`config.mk`:
```
export PLATFORM = sky130hd
export DESIGN_NAME = cdc_fifo_word_assembler
export DESIGN_NICKNAME = d
export VERILOG_FILES = /design/src/rtl/cdc_fifo_pkg.sv /design/src/rtl/cdc_fifo_word_assembler_word_output_register.sv /design/src/rtl/cdc_fifo_word_assembler.sv
export SDC_FILE = /design/constraint.sdc
export NUM_CORES = 1
export LEC_CHECK = 0
export ABC_AREA = 1
export ABC_CLOCK_PERIOD_IN_PS = 6900
export CAP_MARGIN = 15
export CORE_MARGIN = 3
export CORE_UTILIZATION = 57
export CTS_CLUSTER_SIZE = 25
export DETAILED_ROUTE_END_ITERATION = 12
export PLACE_DENSITY_LB_ADDON = 0.15
export RECOVER_POWER = 50
export SLEW_MARGIN = 20
export SYNTH_ARGS = -nofsm -noshare
export SYNTH_HDL_FRONTEND = slang
export SYNTH_SLANG_ARGS = --single-unit
```
`constraint.sdc`:
```
create_clock -name clock -period 6.9 [get_ports clock]
set_input_delay 1.725 -clock clock [delete_from_list [all_inputs] [get_ports clock]]
set_output_delay 1.725 -clock clock [all_outputs]
set_load 0.01 [all_outputs]
```
`src/rtl/cdc_fifo_pkg.sv`:
```
// Shared helpers for the CDC FIFO read-side word assembler:
// lane counter sizing and the lane keep-mask builder.
package cdc_fifo_pkg;

    localparam int MAX_WORD_BYTES = 16;

    function automatic int LANE_COUNT_WIDTH(input int word_bytes);
        return (word_bytes <= 1) ? 1 : $clog2(word_bytes);
    endfunction

    // Low n bits set; n may reach MAX_WORD_BYTES for a completely filled word.
    function automatic logic [MAX_WORD_BYTES-1:0] keep_mask(input logic [4:0] n);
        logic [MAX_WORD_BYTES-1:0] m;
        m = '0;
        for (int i = 0; i < MAX_WORD_BYTES; i++) begin
            m[i] = (5'(i) < n);
        end
        return m;
    endfunction

endpackage

```
`src/rtl/cdc_fifo_word_assembler_word_output_register.sv`:
```
// Single-entry holding register for the assembled word and its keep mask,
// presented on a valid/ready stream.
module word_output_register
    import cdc_fifo_pkg::*;
#(
    parameter int DATA_W = 32,
    parameter int KEEP_W = 4
) (
    input  logic              clock,
    input  logic              reset,
    input  logic              load,
    input  logic [DATA_W-1:0] load_data,
    input  logic [KEEP_W-1:0] load_keep,
    input  logic              out_ready,
    output logic [DATA_W-1:0] out_data,
    output logic [KEEP_W-1:0] out_keep,
    output logic              out_valid,
    output logic              slot_free
);

    // Handshake: a word transfers on an edge where out_valid && out_ready.
    // Once raised, out_valid stays high and data/keep stay stable until that
    // transfer; a load may coincide with a transfer (consume old, register new).
    assign slot_free = !out_valid || out_ready;

    always_ff @(posedge clock) begin
        if (reset) begin
            out_data  <= '0;
            out_keep  <= '0;
            out_valid <= 1'b0;
        end else if (load) begin
            out_data  <= load_data;
            out_keep  <= load_keep;
            out_valid <= 1'b1;
        end else if (out_ready) begin
            out_valid <= 1'b0;
        end
    end

endmodule

```
`src/rtl/cdc_fifo_word_assembler.sv`:
```
// Read-domain consumer of the CDC FIFO: packs DATA_WIDTH entries little-endian
// into WORD_BYTES-lane words, with flush to emit a partially filled word.
module cdc_fifo_word_assembler
    import cdc_fifo_pkg::*;
#(
    parameter int DATA_WIDTH = 8,
    parameter int WORD_BYTES = 4
) (
    input  logic                           clock,
    input  logic                           reset,
    input  logic [DATA_WIDTH-1:0]          fifo_read_data,
    input  logic                           fifo_empty,
    output logic                           fifo_read_increment,
    input  logic                           flush,
    output logic [DATA_WIDTH*WORD_BYTES-1:0] out_data,
    output logic [WORD_BYTES-1:0]          out_keep,
    output logic                           out_valid,
    input  logic                           out_ready
);

    localparam int CW = LANE_COUNT_WIDTH(WORD_BYTES);
    localparam int WW = DATA_WIDTH * WORD_BYTES;
    localparam logic [CW-1:0] LAST_LANE = CW'(WORD_BYTES - 1);

    logic [CW-1:0]             count;
    logic [WW-1:0]             acc;
    logic                      flush_pending;

    logic                      slot_free;
    logic                      stall;
    logic                      pop;
    logic                      flush_req;
    logic                      full_emit;
    logic                      flush_emit;
    logic                      load;
    logic [4:0]                fill;
    logic [MAX_WORD_BYTES-1:0] mask_all;
    logic                      unused_mask_bits;
    logic [WW-1:0]             word_next;
    logic [WW-1:0]             load_data;
    logic [WORD_BYTES-1:0]     load_keep;

    always_comb begin
        // A pending flush freezes the partial word while the output slot is busy.
        stall      = !slot_free && (count == LAST_LANE || flush_pending);
        pop        = !reset && !fifo_empty && !stall;
        flush_req  = flush || flush_pending;
        full_emit  = pop && (count == LAST_LANE);
        flush_emit = !full_emit && flush_req && slot_free && (count != '0 || pop);
        load       = !reset && (full_emit || flush_emit);

        fill      = 5'(count) + 5'(pop);
        mask_all  = keep_mask(fill);
        load_keep = mask_all[WORD_BYTES-1:0];

        word_next = acc;
        if (pop) begin
            word_next[int'(count)*DATA_WIDTH +: DATA_WIDTH] = fifo_read_data;
        end

        load_data = '0;
        for (int i = 0; i < WORD_BYTES; i++) begin
            if (load_keep[i]) begin
                load_data[i*DATA_WIDTH +: DATA_WIDTH] = word_next[i*DATA_WIDTH +: DATA_WIDTH];
            end
        end
    end

    assign unused_mask_bits    = ^mask_all;
    assign fifo_read_increment = pop;

    always_ff @(posedge clock) begin
        if (reset) begin
            count         <= '0;
            acc           <= '0;
            flush_pending <= 1'b0;
        end else begin
            if (load) begin
                count <= '0;
                acc   <= '0;
            end else if (pop) begin
                count <= count + 1'b1;
                acc   <= word_next;
            end

            // Any serviced flush clears the request, even when nothing was buffered.
            if (load || (flush_req && slot_free)) begin
                flush_pending <= 1'b0;
            end else if (flush) begin
                flush_pending <= 1'b1;
            end
        end
    end

    word_output_register #(
        .DATA_W(WW),
        .KEEP_W(WORD_BYTES)
    ) u_out_reg (
        .clock    (clock),
        .reset    (reset),
        .load     (load),
        .load_data(load_data),
        .load_keep(load_keep),
        .out_ready(out_ready),
        .out_data (out_data),
        .out_keep (out_keep),
        .out_valid(out_valid),
        .slot_free(slot_free)
    );

endmodule

```
==> results.md <==
- R2r endpoint: u_out_reg.out_keep[1]$_SDFFE_PP0P_
- Worst Hold End: u_out_reg.out_data[1]$_SDFFE_PP0P_
- Unrepaired setup endpoints after global routing: no
- Min Clock Period, post-route: 5.763 ns
- Mean Syn Cell Area: 6.817 um^2
- Final wirelength: 7366 um
- Sequential fraction of the synthesis area: 44.32%
- CP max stage cell: clkbuf_1
- Clock Latency Late Sink: 0.34 ns
- Buf/Inv on CP: 4
- Hold Crit Start: u_out_reg.out_data[1]$_SDFFE_PP0P_
- CP delay by family, top: buffers and inverters
- Placer Congestion: 0.8489
- # IOs: 51
- Core Rows: 26
- GR Overflow Total: 0
- HPWL after detailed placement: 4897 um
- Seq cells post-synth: 72
- Highest clock rate: 0.1735 GHz
- Drt via density: 5.082
- First-pass GRT wire length: 12440 um
- Port buffer count: 50
- Final setup violating endpoints: 0
- CTS Buf Count: 9
- Ys Warns: 0
- Peak supply drop: 0.2090 mV
- CTS max path bufs: 2
- Hold_ws: 0.4504 ns
- Placed Area: 3744 um^2
- Failing checks: capacitance limit, slew limit
- Max-slew violation count: 38
- Sequential share of power: 49.4%
- GR Util All Layers: 24.37%
- Final Hold Vio Count: 0
- Worst reg2reg path startpoint: count[0]$_SDFFE_PP0N_
- Register-to-Register Setup Slack: 3.28 ns
- Hold Path Class: flip-flop to flip-flop
- Area occupied by multi-input gates: 1496 um^2
- Resized cells post-CTS: 0
- P per Cell Area: 220.8 nW/um^2
- Fin crit share: 83.52%
- Pint: 654.3 uW
- Worst EP required: 5.18 ns
- Avg WL per Cell: 12.36 um
- Main combinational cell family by area after synthesis: simple AND/OR/NAND/NOR gates
- P_sw: 213.4 uW
- Core area: 5303 um^2
- DR vias: 3029
- Mux share of post-synthesis cell area: 0%
- Syn_nets: 499
- ANT nets after route: 0
- Layout cells sized above 1: 3.232%
- Sequential cell area: 1441 um^2
- Die Ht: 81.53 um
- Drt first pass iters: 4
- Fin area: 3930 um^2
- Worst setup SP type: input port
- CTS Root Cell: clkbuf_8
- Yosys top cell area share: 44.32%
- Adder-cell share of the synthesized area: 3.463%
- Post-CTS Hold Fix Bufs: 0
- Fillers: 447
- Switching share of power: 24.60%
- Initial Utilization: 61.33%
- Worst Skew: 0.008441 ns
- Arrival time worst endpoint: 4.04 ns
- Simple-Gate Fraction of Synth Area: 35.32%
- LEAKAGE: 1.812 nW
- Worst path max stage delay: 0.73 ns
- DRC: 0
- Combinational power share: 10.8%
- Area Growth Syn to Fin: 20.85%
- Status: finished, violations left
- Post-synth top area cell: dfxtp_1
- Worst-Margin Slew: 1.594 ns
- R2R depth: 11
- Slew margin rel.: -6.290%
- Post-Synth XOR/XNOR Area: 0%
- # Post-CTS Setup Buffers: 0
- Nets: 544
- Die area: 6647 um^2
- Post-synthesis compound-gate area fraction: 7.464%
- Crit path max fanout: 23
- Hold path cells: 2
- Post-route setup slack: 1.137 ns
- Mapped Cells: 477
- # clock sinks: 72
- Post-synthesis cell type count: 22
- N_diodes: 0
- Clock network fraction of design power: 39.8%
- DR iter-0 viols: 174
- Crit Path Class: input port to output port
- Top cells by area, synth: dfxtp_1, nand2_1, nand3_1
- Pin count of the biggest net entering global routing: 38
- Max-cap viol count: 1
- CTS tree: built
- Post-place setup slack: 1.718 ns
- Worst-path clk slew: 0.07 ns
- Mapped Area: 3252 um^2
- CTS H-Tree Depth: 3
- CP cell instances: dlygate4sd3_1 > inv_1 > nand2_1 > nor2_1 > nor2_4 > clkbuf_1 > clkdlybuf4s50_1
- DIE WIDTH: 81.53 um
- Vias in the first global route: 2785
- Crit path capture type: output port
- Initial antenna violation count: 0
- Setup TNS: 0 ns
[stage by stage]
step           total power [mW]  util [%]  cells
2_1_floorplan            0.5066         -    477
3_5_place_dp             0.5324     70.60    581
3_3_place_gp             0.5300     70.60    581
6_report                 0.8678     74.12    596
4_1_cts                  0.8742     74.40    596
5_1_grt                  0.9031     74.12    596
[worst max-delay path by stage]
stage              start                  end  slack [ns]  cells past startpoint
6_report       out_ready  fifo_read_increment        1.14                      7
5_1_grt        out_ready  fifo_read_increment        0.99                      7
4_1_cts            reset  fifo_read_increment        1.72                      6
3_5_place_dp       reset  fifo_read_increment        1.72                      6
3_3_place_gp       reset  fifo_read_increment        1.77                      6
2_1_floorplan  out_ready  fifo_read_increment        2.94                      5
[power by group through the flow]
stage | Combinational (mW) | Clock [mW] | Sequential [mW]
floorplan | 0.0691 | 0 | 0.437
global placement | 0.0924 | 0 | 0.438
detailed placement | 0.0945 | 0 | 0.438
CTS | 0.0953 | 0.350 | 0.428
global route | 0.106 | 0.368 | 0.429
finish | 0.0935 | 0.346 | 0.429
[synthesized netlist by cell type (all sizes together)]
library cell	number
nor3b	1
o21ai	37
nand2	177
nor2	47
nor3	1
o21a	1
nand4	6
inv	51
clkbuf	4
nand3	46
dfxtp	72
ha	9
a21oi	10
clkinv	1
buf	14
[cell usage in the layout, fill, tap and decap left out]
master	instances
nor2_4	2
o21ai_0	22
dlygate4sd3_1	38
ha_1	9
clkbuf_8	9
nand2_1	177
inv_1	50
clkinv_2	2
nand4_1	6
nor2_1	45
o21ai_1	15
bufinv_16	2
a21oi_1	10
clkbuf_1	4
dfxtp_1	72
nor3b_1	1
clkdlybuf4s50_1	12
clkinv_1	1
nor3_2	1
o21a_1	1
nand3_1	46
inv_2	1
[per-layer routing]
layer,vias to the layer above,track usage (%),wire [um]
met5,-,0,0
met4,0,13.01,178
met3,17,4.934,439
met2,88,38.03,3424
met1,1343,31.64,3323
li1,1581,-,-
[worst register-to-register path, delay by kind of cell, from the launching register on]
family	cells	cell delay, ns
fa+ha+maj	1	0.28
compound gates	1	0.15
flops	1	0.68
simple gates	7	0.83
buf+inv	2	1.58
[cell type report]
cell class	instances	share of cell area [%]
clock buffers	11	3.343
clock inverters	4	1.783
inverters	52	4.967
multi-input cells	335	38.08
flip-flops and latches	72	36.68
well taps	70	2.229
repair buffers	52	12.93
[flip-flops by register name (all words and copies together), names as in the netlist]
| name | cells |
|---|---|
| acc | 32 |
| u_out_reg.out_data | 32 |
| u_out_reg.out_keep | 4 |
| count | 2 |
| flush_pending | 1 |
| u_out_reg.out_valid | 1 |
[kinds of logic (layout without fill, tap and decap cells)]
| kind of cell | after synthesis | count (layout) |
|---|---|---|
| flops | 72 | 72 |
| simple gates | 278 | 278 |
| fa+ha+maj | 9 | 9 |
| buf+inv | 70 | 119 |
| compound gates | 48 | 48 |
No activity file was read; power rests on OpenSTA's default activity.
